===== src/rtl/mdu_pkg.sv =====
// Shared types and helpers for the multicycle multiply/divide unit.
// Latency: n/a (types only).
// Backpressure: n/a (types only).
//
// Contents:
//   mdu_op_t    - operation encoding as presented on the op port
//   mdu_state_t - controller states
//   is_signed   - true for the two's-complement operations
//   isDivide    - true for the divide operations
package mdu_pkg;

  typedef enum logic [1:0] {
    MULT  = 2'b00,
    MULTU = 2'b01,
    DIV   = 2'b10,
    DIVU  = 2'b11
  } mdu_op_t;

  typedef enum logic [2:0] {
    IDLE,
    LOAD,
    RUN,
    FIX,
    DONE
  } mdu_state_t;

  function automatic logic is_signed(input mdu_op_t opSel);
    return (opSel == MULT) || (opSel == DIV);
  endfunction

  function automatic logic isDivide(input mdu_op_t opSel);
    return (opSel == DIV) || (opSel == DIVU);
  endfunction

endpackage


===== src/rtl/mdu_magnitude.sv =====
// Conditional two's-complement negate; gives |x| for operands and re-applies result signs.
// Latency: purely combinational, zero cycles.
// Backpressure: none, no handshake.
//
// Ports:
//   value  - input word, W bits
//   negate - when high the output is -value (mod 2^W), otherwise value
//   result - output word, W bits
module mdu_magnitude #(
  parameter int W = 32
) (
  input  logic [W-1:0] value,
  input  logic         negate,
  output logic [W-1:0] result
);

  assign result = negate ? (~value + W'(1)) : value;

endmodule


===== src/rtl/mult_div_unit.sv =====
// Multicycle signed/unsigned multiply and divide producing HI/LO results.
// Latency: WIDTH+3 cycles from the accepted start edge to done; 2 cycles for divide-by-zero.
// Backpressure: start is only sampled in IDLE or DONE; requests while busy are dropped.
//
// Ports:
//   clock, reset        - rising-edge clock, asynchronous active-low reset
//   start, op, a, b     - request and operands, captured together on an accepted start
//   busy                - high while the operation is in LOAD, RUN or FIX
//   done                - one-cycle completion pulse
//   hi, lo              - product high/low halves, or remainder/quotient; held between ops
//   div_zero            - divide with zero divisor seen; cleared by the next accepted start
module mult_div_unit
  import mdu_pkg::*;
#(
  parameter int WIDTH = 32
) (
  input  logic             clock,
  input  logic             reset,
  input  logic             start,
  input  logic [1:0]       op,
  input  logic [WIDTH-1:0] a,
  input  logic [WIDTH-1:0] b,
  output logic             busy,
  output logic             done,
  output logic [WIDTH-1:0] hi,
  output logic [WIDTH-1:0] lo,
  output logic             div_zero
);

  // Iteration counter needs to reach WIDTH-1; never narrower than 5 bits.
  localparam int CntW = ($clog2(WIDTH + 1) > 5) ? $clog2(WIDTH + 1) : 5;

  mdu_state_t         state;
  mdu_op_t            opReg;
  logic [WIDTH-1:0]   aRaw;
  logic [WIDTH-1:0]   bRaw;
  logic [WIDTH-1:0]   operand;      // multiplicand for multiply, divisor for divide
  logic               signA;
  logic               signB;
  logic [2*WIDTH-1:0] acc;          // multiply: {partial, multiplier}; divide: {rem, quo}
  logic [CntW-1:0]    cnt;

  logic               negA;
  logic               negB;
  logic [WIDTH-1:0]   absA;
  logic [WIDTH-1:0]   absB;
  logic [2*WIDTH-1:0] prodFixed;
  logic [WIDTH-1:0]   quoFixed;
  logic [WIDTH-1:0]   remFixed;

  assign negA = is_signed(opReg) & aRaw[WIDTH-1];
  assign negB = is_signed(opReg) & bRaw[WIDTH-1];

  mdu_magnitude #(.W(WIDTH)) uAbsA (
    .value (aRaw),
    .negate(negA),
    .result(absA)
  );

  mdu_magnitude #(.W(WIDTH)) uAbsB (
    .value (bRaw),
    .negate(negB),
    .result(absB)
  );

  mdu_magnitude #(.W(2*WIDTH)) uProdFix (
    .value (acc),
    .negate(signA ^ signB),
    .result(prodFixed)
  );

  mdu_magnitude #(.W(WIDTH)) uQuoFix (
    .value (acc[WIDTH-1:0]),
    .negate(signA ^ signB),
    .result(quoFixed)
  );

  // The remainder follows the dividend's sign.
  mdu_magnitude #(.W(WIDTH)) uRemFix (
    .value (acc[2*WIDTH-1:WIDTH]),
    .negate(signA),
    .result(remFixed)
  );

  // One iteration of the shift-add multiply or restoring divide.
  logic [WIDTH:0]     mulSum;
  logic [WIDTH:0]     remShift;
  logic               remFits;
  logic [WIDTH-1:0]   remSub;
  logic [2*WIDTH-1:0] accStep;

  always_comb begin
    // Carry out of the upper half is kept and becomes the new MSB after the shift.
    mulSum   = {1'b0, acc[2*WIDTH-1:WIDTH]} + {1'b0, (acc[0] ? operand : {WIDTH{1'b0}})};
    // Remainder after shifting {rem, quo} left by one.
    remShift = acc[2*WIDTH-1:WIDTH-1];
    remFits  = (remShift >= {1'b0, operand});
    // A fitting trial difference is always below the divisor, so WIDTH bits suffice.
    remSub   = WIDTH'(remShift - {1'b0, operand});
    if (isDivide(opReg)) begin
      accStep = remFits ? {remSub, acc[WIDTH-2:0], 1'b1} : {acc[2*WIDTH-2:0], 1'b0};
    end else begin
      accStep = {mulSum, acc[WIDTH-1:1]};
    end
  end

  always_ff @(posedge clock or negedge reset) begin
    if (!reset) begin
      state    <= IDLE;
      opReg    <= MULT;
      aRaw     <= '0;
      bRaw     <= '0;
      operand  <= '0;
      signA    <= 1'b0;
      signB    <= 1'b0;
      acc      <= '0;
      cnt      <= '0;
      busy     <= 1'b0;
      done     <= 1'b0;
      hi       <= '0;
      lo       <= '0;
      div_zero <= 1'b0;
    end else begin
      done <= 1'b0;
      case (state)
        IDLE, DONE: begin
          if (start) begin
            opReg    <= mdu_op_t'(op);
            aRaw     <= a;
            bRaw     <= b;
            div_zero <= 1'b0;
            busy     <= 1'b1;
            state    <= LOAD;
          end else begin
            state <= IDLE;
          end
        end

        LOAD: begin
          signA <= negA;
          signB <= negB;
          cnt   <= '0;
          if (isDivide(opReg) && (bRaw == '0)) begin
            hi       <= aRaw;
            lo       <= '1;
            div_zero <= 1'b1;
            done     <= 1'b1;
            busy     <= 1'b0;
            state    <= DONE;
          end else if (isDivide(opReg)) begin
            acc     <= {{WIDTH{1'b0}}, absA};
            operand <= absB;
            state   <= RUN;
          end else begin
            acc     <= {{WIDTH{1'b0}}, absB};
            operand <= absA;
            state   <= RUN;
          end
        end

        RUN: begin
          acc <= accStep;
          cnt <= cnt + CntW'(1);
          if (cnt == CntW'(WIDTH - 1)) begin
            state <= FIX;
          end
        end

        FIX: begin
          if (isDivide(opReg)) begin
            hi <= remFixed;
            lo <= quoFixed;
          end else begin
            hi <= prodFixed[2*WIDTH-1:WIDTH];
            lo <= prodFixed[WIDTH-1:0];
          end
          done  <= 1'b1;
          busy  <= 1'b0;
          state <= DONE;
        end

        default: begin
          busy  <= 1'b0;
          state <= IDLE;
        end
      endcase
    end
  end

endmodule

===== config.mk =====
export PLATFORM = sky130hd
export DESIGN_NAME = mult_div_unit
export DESIGN_NICKNAME = d
export VERILOG_FILES = /design/src/rtl/mdu_pkg.sv /design/src/rtl/mdu_magnitude.sv /design/src/rtl/mult_div_unit.sv
export SDC_FILE = /design/constraint.sdc
export NUM_CORES = 1
export LEC_CHECK = 0
export BUFFER_PORTS_ARGS = -buffer_cell sky130_fd_sc_hd__buf_2
export CELL_PAD_IN_SITES_DETAIL_PLACEMENT = 1
export CELL_PAD_IN_SITES_GLOBAL_PLACEMENT = 2
export CORE_MARGIN = 2
export CORE_UTILIZATION = 40
export CTS_BUF_LIST = sky130_fd_sc_hd__clkbuf_16
export DETAILED_ROUTE_END_ITERATION = 10
export GPL_TIMING_DRIVEN = 0
export PLACE_DENSITY = 0.87
export SLEW_MARGIN = 10
export SYNTH_ARGS = -nofsm -noshare
export SYNTH_HDL_FRONTEND = slang
export SYNTH_SLANG_ARGS = --single-unit
export TNS_END_PERCENT = 10

===== constraint.sdc =====
create_clock -name clock -period 6.85 [get_ports clock]
set_input_delay 1.37 -clock clock [delete_from_list [all_inputs] [get_ports clock]]
set_output_delay 1.37 -clock clock [all_outputs]
set_load 0.005 [all_outputs]

==> out/qor.yml, run 1 <==
ys.flop_type: "dfrtp_1"
fin_cells: 2903
cts-buffers-inserted: 29
port_buffers: 135
grt_max_degree: 102
dp_worst_setup_slack_ps: 1910
nFillCells: 5282
routed-via-count: 17700
clk_latency_ps: 580
synthToLayoutAreaGrowth_pct: 13.7
gr-usage-all-layers: 0.342
ys_seq_area_frac: 0.344
synth.area.mux_share: 0.0593
hold_class: "reg -> reg"
path_class: "reg -> reg"
synth-simple-area-share: 0.184
fin_nets: 2439
via_per_inst: 6.11
path_max_fanout: 10
die_area_um2: 45300
synth_area_per_cell_um2: 8.19
drt-initial-drc-count: 1326
switching_share: 0.539
coreArea_um2: 43100
worst_setup_path_start_kind: "flop"
cp.required_ps: 7260
synth_edf_count: 0
ys_warn_count: 0
clock_path_buffers: 3
num_rows: 76
fin_hold_ws_ps: 480
power.total_mw: 12.3
synth-compound-area-share: 0.228
cap_violations: 0
skew_ps: 10.8
gp_congestion: 0.990
post_cts_buffers: 0
comb_power_share: 0.631
cts_resized: 0
ys_seq_elements: 240
syn_nets: 2271
routed_wl_mm: 77.4
synth_cells: 2131
slew_violations: 0
io_pins: 136
dp_cells: 2853
layout_min_cycle_time_ps: 5090
p_per_area_nw_per_um2: 621
root_buffer: "clkbuf_16"
setup_violations: 0
start_util: 0.405
die_width_um: 213
ctsHtreeMaxLevel: 1
synth.distinct_cells: 80
worst_slack_ps: 1760
leakage_nw: 8.54
status: "finished clean"
clkTransAtPathRegs_ps: 70
grt_pass1_wl_mm: 116
tightest_slew_ps: 1160
firstDrtPassIters: 5
grt_pass1_vias: 18100
critPathTopFamily: "compound AO/OA/AOI/OAI gates"
drc: 0
final_layout_size_suffix_gt1_frac: 0.113
cp_slowest_cell: "a2111oi_0"
routedWlPerCell_um: 26.7
internal-power_mw: 5.68
p_sw_mw: 6.65
crit_chain: "inv_1, clkbuf_1, nor2_1, ha_1, clkbuf_1, nand4_1, a2111oi_0, a32oi_1, o211ai_1, a21oi_1, o41ai_1, xnor2_1, a221oi_1, a221oi_1"
cp_num_buf_inv: 3
critical_path.max_stage_delay_ps: 940
relSlewSlack: 0.208
synth_top_family_by_area: "compound AO/OA/AOI/OAI gates"
p_clk_frac: 0.127
hold_buffers: 0
synthXorXnorAreaFrac: 0.0853
power_frac_seq: 0.242
hpwl_mm: 61.1
overflow: 0
synth_adder_area_share: 0.0517
netlist_area_um2: 17500
async_reset_ff_frac: 1.00
ant_nets: 0
clock-sinks: 240
antenna_found_initial: 0
fin_crit_sh: 0.743
finalHoldViolations: 0
antenna_cells: 0
cp-end-kind: "flop"
cts_tree: "yes"
fmax_mhz: 197
most-common-layout-cells: "nand2_1 (240), dfrtp_1 (240), nor2_1 (195)"
peakVddDrop_mv: 0.251
rsz0062_at_grt: "no"
dieHeight_um: 213
arrival_ps: 5500
cell usage after synthesis, types with 20 or more instances:
master	number	area share
nor4_1	25	0.0090
o211ai_1	21	0.0090
ha_1	69	0.049
dfrtp_1	240	0.34
a21o_1	25	0.011
inv_1	81	0.017
o21ai_0	170	0.049
xnor2_1	88	0.044
mux2_2	60	0.039
and3_1	20	0.0072
clkbuf_1	121	0.026
a211oi_1	39	0.017
nand2_1	240	0.052
a21oi_1	194	0.056
nor3_1	59	0.017
xor2_1	82	0.041
nand3_1	45	0.013
a31oi_1	55	0.020
mux2i_1	36	0.021
nor2_1	195	0.042
power groups by stage:
stage / logic, mW / registers, mW / clock network, mW
after detailed placement: 7.57 / 2.98 / 0
after CTS: 7.64 / 2.96 / 1.58
after floorplan: 4.98 / 2.63 / 0
after global routing: 8.39 / 3.06 / 1.64
final: 7.78 / 2.99 / 1.56
after global placement: 7.42 / 2.94 / 0
worst register-to-register path, cell delays in order (launching register included):
cell,delay (ps)
dfrtp_1,580
inv_1,350
clkbuf_1,470
nor2_1,110
ha_1,290
clkbuf_1,320
nand4_1,190
a2111oi_0,940
a32oi_1,230
o211ai_1,210
a21oi_1,190
o41ai_1,440
xnor2_1,120
a221oi_1,400
a221oi_1,90
sequential cells by signal (all words and copies together) (netlist names), 2 cells and up:
register,cells
acc,64
cnt,6
aRaw,32
hi,32
lo,32
opReg,2
bRaw,32
operand,32
state,3
per-layer routing:
metal | share of wire | routed length [um] | GRT usage
met1 | 0.43 | 33400 | 0.462
met2 | 0.46 | 35800 | 0.560
met3 | 0.055 | 4290 | 0.0312
met4 | 0.050 | 3840 | 0.149
met5 | 0 | 0 | 0
layout make-up:
cell class,instances,area [um2],share of cell area
tap,585,732,0.0369
buffer,135,517,0.0260
sequential,240,6010,0.302
multi-input combinational,1674,10600,0.535
inverter,82,308,0.0155
timing repair buffer,137,741,0.0373
clock buffer,29,726,0.0365
clock inverter,21,199,0.0100
per-stage QoR:
step / area, um2 / utilization / TNS [ps]
after global routing: 19900 / 0.461 / 0
after detailed placement: 18900 / 0.439 / 0
after floorplan: 17500 / - / 0
final: 19900 / 0.461 / 0
after CTS: 19900 / 0.461 / 0
after global placement: 18900 / 0.438 / -9970
cell families after synthesis:
kind of cell,count (synthesis)
multiplexers,96
buffers and inverters,217
adder cells (fa/ha/maj),71
AND/OR/NAND/NOR,692
AO/OA/AOI/OAI,645
flip-flops,240
XOR/XNOR,170
worst paths after layout:
path | depth (start not counted) | slack (ps) | from | endpoint
worst max-delay path | 14 | 1760 | acc[0] | acc[60]
worst min-delay path | 1 | 480 | div_zero | div_zero
worst max register to register | 14 | 1760 | acc[0] | acc[60]
worst min register to register | 1 | 480 | div_zero | div_zero
max in group asynchronous | 2 | 5240 | reset | acc[56]
min in group asynchronous | 1 | 700 | reset | aRaw[8]
(Power assumes the default switching activity.)
==> inputs of run 2 (changes only) <==
- CORE_UTILIZATION: 40 -> 34
- PLACE_DENSITY: 0.87 -> 0.79
- clock period: 6.85 -> 4.6 ns (I/O delays scaled with it)
==> run 2 against run 1 <==
Against the previous run: non-clock buffer count unchanged; worst setup slack worse by 1500 ps; core utilization fell by 6.8 points.
==> out/qor.yml, run 2 (synthesis gave the netlist of run 1 again) <==
status: "finished clean"  # unchanged
leakage_nw: 8.56  # was 8.54 nW
finalHoldViolations: 0  # unchanged
switching_share: 0.537  # was 0.539
postPlaceCellArea_um2: 19000  # was 18,900 um2
cp_slowest_cell: "dfrtp_1"  # was a2111oi_0
drc: 0  # unchanged
setup_violations: 0  # unchanged
clk_latency_ps: 580  # about the same
power_frac_seq: 0.241  # was 0.242
cap_violations: 0  # unchanged
postLayoutCellArea_um2: 20000  # was 19,900 um2
slew_violations: 0  # unchanged
die_width_um: 231  # was 213 um
p_sw_mw: 9.83  # was 6.65 mW
final_layout_size_suffix_gt1_frac: 0.118  # was 0.113
fin_hold_ws_ps: 247  # was 480 ps
layout_min_cycle_time_ps: 4390  # was 5090 ps
peakVddDrop_mv: 0.377  # was 0.251 mV
critical_path.max_stage_delay_ps: 600  # was 940 ps
ff2ff_setup_slack_ps: 210  # was 1760 ps
relSlewSlack: 0.267  # was 0.208
grt_max_degree: 107  # was 102
crit_top_cell: "clkbuf_1"
arrival_ps: 4840  # was 5500 ps
fin_crit_sh: 0.953  # was 0.743
nFillCells: 6175  # was 5,282
clock_path_buffers: 3  # unchanged
hpwl_mm: 61.3  # was 61.1 mm
p_per_area_nw_per_um2: 913  # was 621 nW/um2
grt_pass1_vias: 18000  # was 18,100
cts_tree: "yes"  # unchanged
tightest_slew_ps: 1100  # was 1160 ps
clkTransAtPathRegs_ps: 70  # about the same
routed_wl_mm: 77.3  # was 77.4 mm
grt_pass1_wl_mm: 116  # about the same
final_common_cell: "nand2_1"
routed-via-count: 17500  # was 17,700
final_util: 0.393  # was 0.461
worst_setup_path_start_kind: "flop"  # unchanged
antenna_cells: 0  # unchanged
dieHeight_um: 231  # was 213 um
setup_tns_ps: 0  # unchanged
cp_num_buf_inv: 2  # was 3
coreArea_um2: 51000  # was 43,100 um2
fin_nets: 2439  # unchanged
p_clk_frac: 0.130  # was 0.127
ant_nets: 0  # unchanged
io_pins: 136  # unchanged
timing.rr.end: "acc[52]"  # was acc[60]
routedWlPerCell_um: 25.7  # was 26.7 um
cp.required_ps: 5050  # was 7260 ps
hold_class: "in -> async"  # was reg -> reg
r2r-start: "acc[46]"  # was acc[0]
skew_ps: 12.0  # was 10.8 ps
rsz0062_at_grt: "no"  # unchanged
path_class: "reg -> reg"  # unchanged
gp_congestion: 0.929  # was 0.990
die_area_um2: 53200  # was 45,300 um2
largest-register: "acc"  # unchanged
internal-power_mw: 8.47  # was 5.68 mW
port_buffers: 135  # unchanged
ff2ff_path_depth: 11  # was 14
critPathTopFamily: "compound AO/OA/AOI/OAI gates"  # unchanged
ctsHtreeMaxLevel: 1  # unchanged
path_max_fanout: 10  # unchanged
clock-sinks: 240  # unchanged
start_util: 0.342  # was 0.405
drt-initial-drc-count: 1226  # was 1,326
synthToLayoutAreaGrowth_pct: 14.8  # was 13.7%
comb_power_share: 0.629  # was 0.631
most-common-layout-cells: "nand2_1 (240), dfrtp_1 (239), nor2_1 (194)"  # was nand2_1 (240), dfrtp_1 (240), nor2_1 (195)
cp-end-kind: "flop"  # unchanged
antenna_found_initial: 1  # was 0
root_buffer: "clkbuf_16"  # unchanged
via_per_inst: 5.83  # was 6.11
firstDrtPassIters: 5  # unchanged
gr-usage-all-layers: 0.287  # was 0.342
fmax_mhz: 228  # was 197 MHz
largest_register_ffs: 64  # unchanged
cts-buffers-inserted: 29  # unchanged
power.total_mw: 18.3  # was 12.3 mW
num_rows: 83  # was 76
crit_chain: "ha_1, nand2_1, or3_1, nor4_1, a31oi_1, o311ai_0, o21ai_1, clkbuf_1, clkbuf_1, a211oi_1, o21ai_0"  # was inv_1, clkbuf_1, nor2_1, ha_1, clkbuf_1, nand4_1, a2111oi_0, a32oi_1, o211ai_1, a21oi_1, o41ai_1, xnor2_1, a221oi_1, a221oi_1
overflow: 0  # unchanged
[run 2: cell count changes in the layout (fill, tap and decap cells not counted), sizes merged]
cell and change:
clkinvlp +4, clkinv -1
[run 2: power groups by stage]
stage	combinational, mW	sequential, mW	clock, mW
2_1_floorplan	7.42	3.92	0
4_1_cts	11.3	4.39	2.41
5_1_grt	12.5	4.54	2.49
3_3_place_gp	11.0	4.37	0
3_5_place_dp	11.2	4.42	0
6_report	11.5	4.42	2.38
[run 2: layout make-up]
type	instances	area, um2	area share
multi-input combinational	1674	10700	0.532
clock inverter	24	233	0.0116
clock buffer	29	726	0.0362
timing repair buffer	137	741	0.0369
inverter	82	308	0.0154
sequential	240	6010	0.300
tap	680	851	0.0424
buffer	135	519	0.0259
[run 2: timing repair]
item,CTS,global route
buffers inserted,0,0
setup endpoints to repair,6,14
resized for setup,5,7
hold buffers,0,0
[run 2: worst max path at each step]
stage,startpoint,endpoint,slack [ps],cells past startpoint
after floorplan,acc[0],acc[62],1360,15
after global placement,reset,hi[16],-1970,1
after detailed placement,acc[0],acc[62],-670,15
after CTS,acc[0],acc[62],40,15
after global routing,acc[51],acc[52],5,13
final,acc[46],acc[52],210,11
[run 2: per-layer routing]
metal	routed length, um	vias up	GRT usage
li1	-	8006	-
met1	35400	8891	0.394
met2	35700	470	0.474
met3	3310	121	0.0277
met4	2900	2	0.0960
met5	12	-	0
[run 2: stage by stage]
stage               setup WS, ps  cells
floorplan                   1360   2131
global placement           -1970   2946
detailed placement          -671   2948
CTS                         42.9   3001
global route                4.83   3001
finish                       214   3001
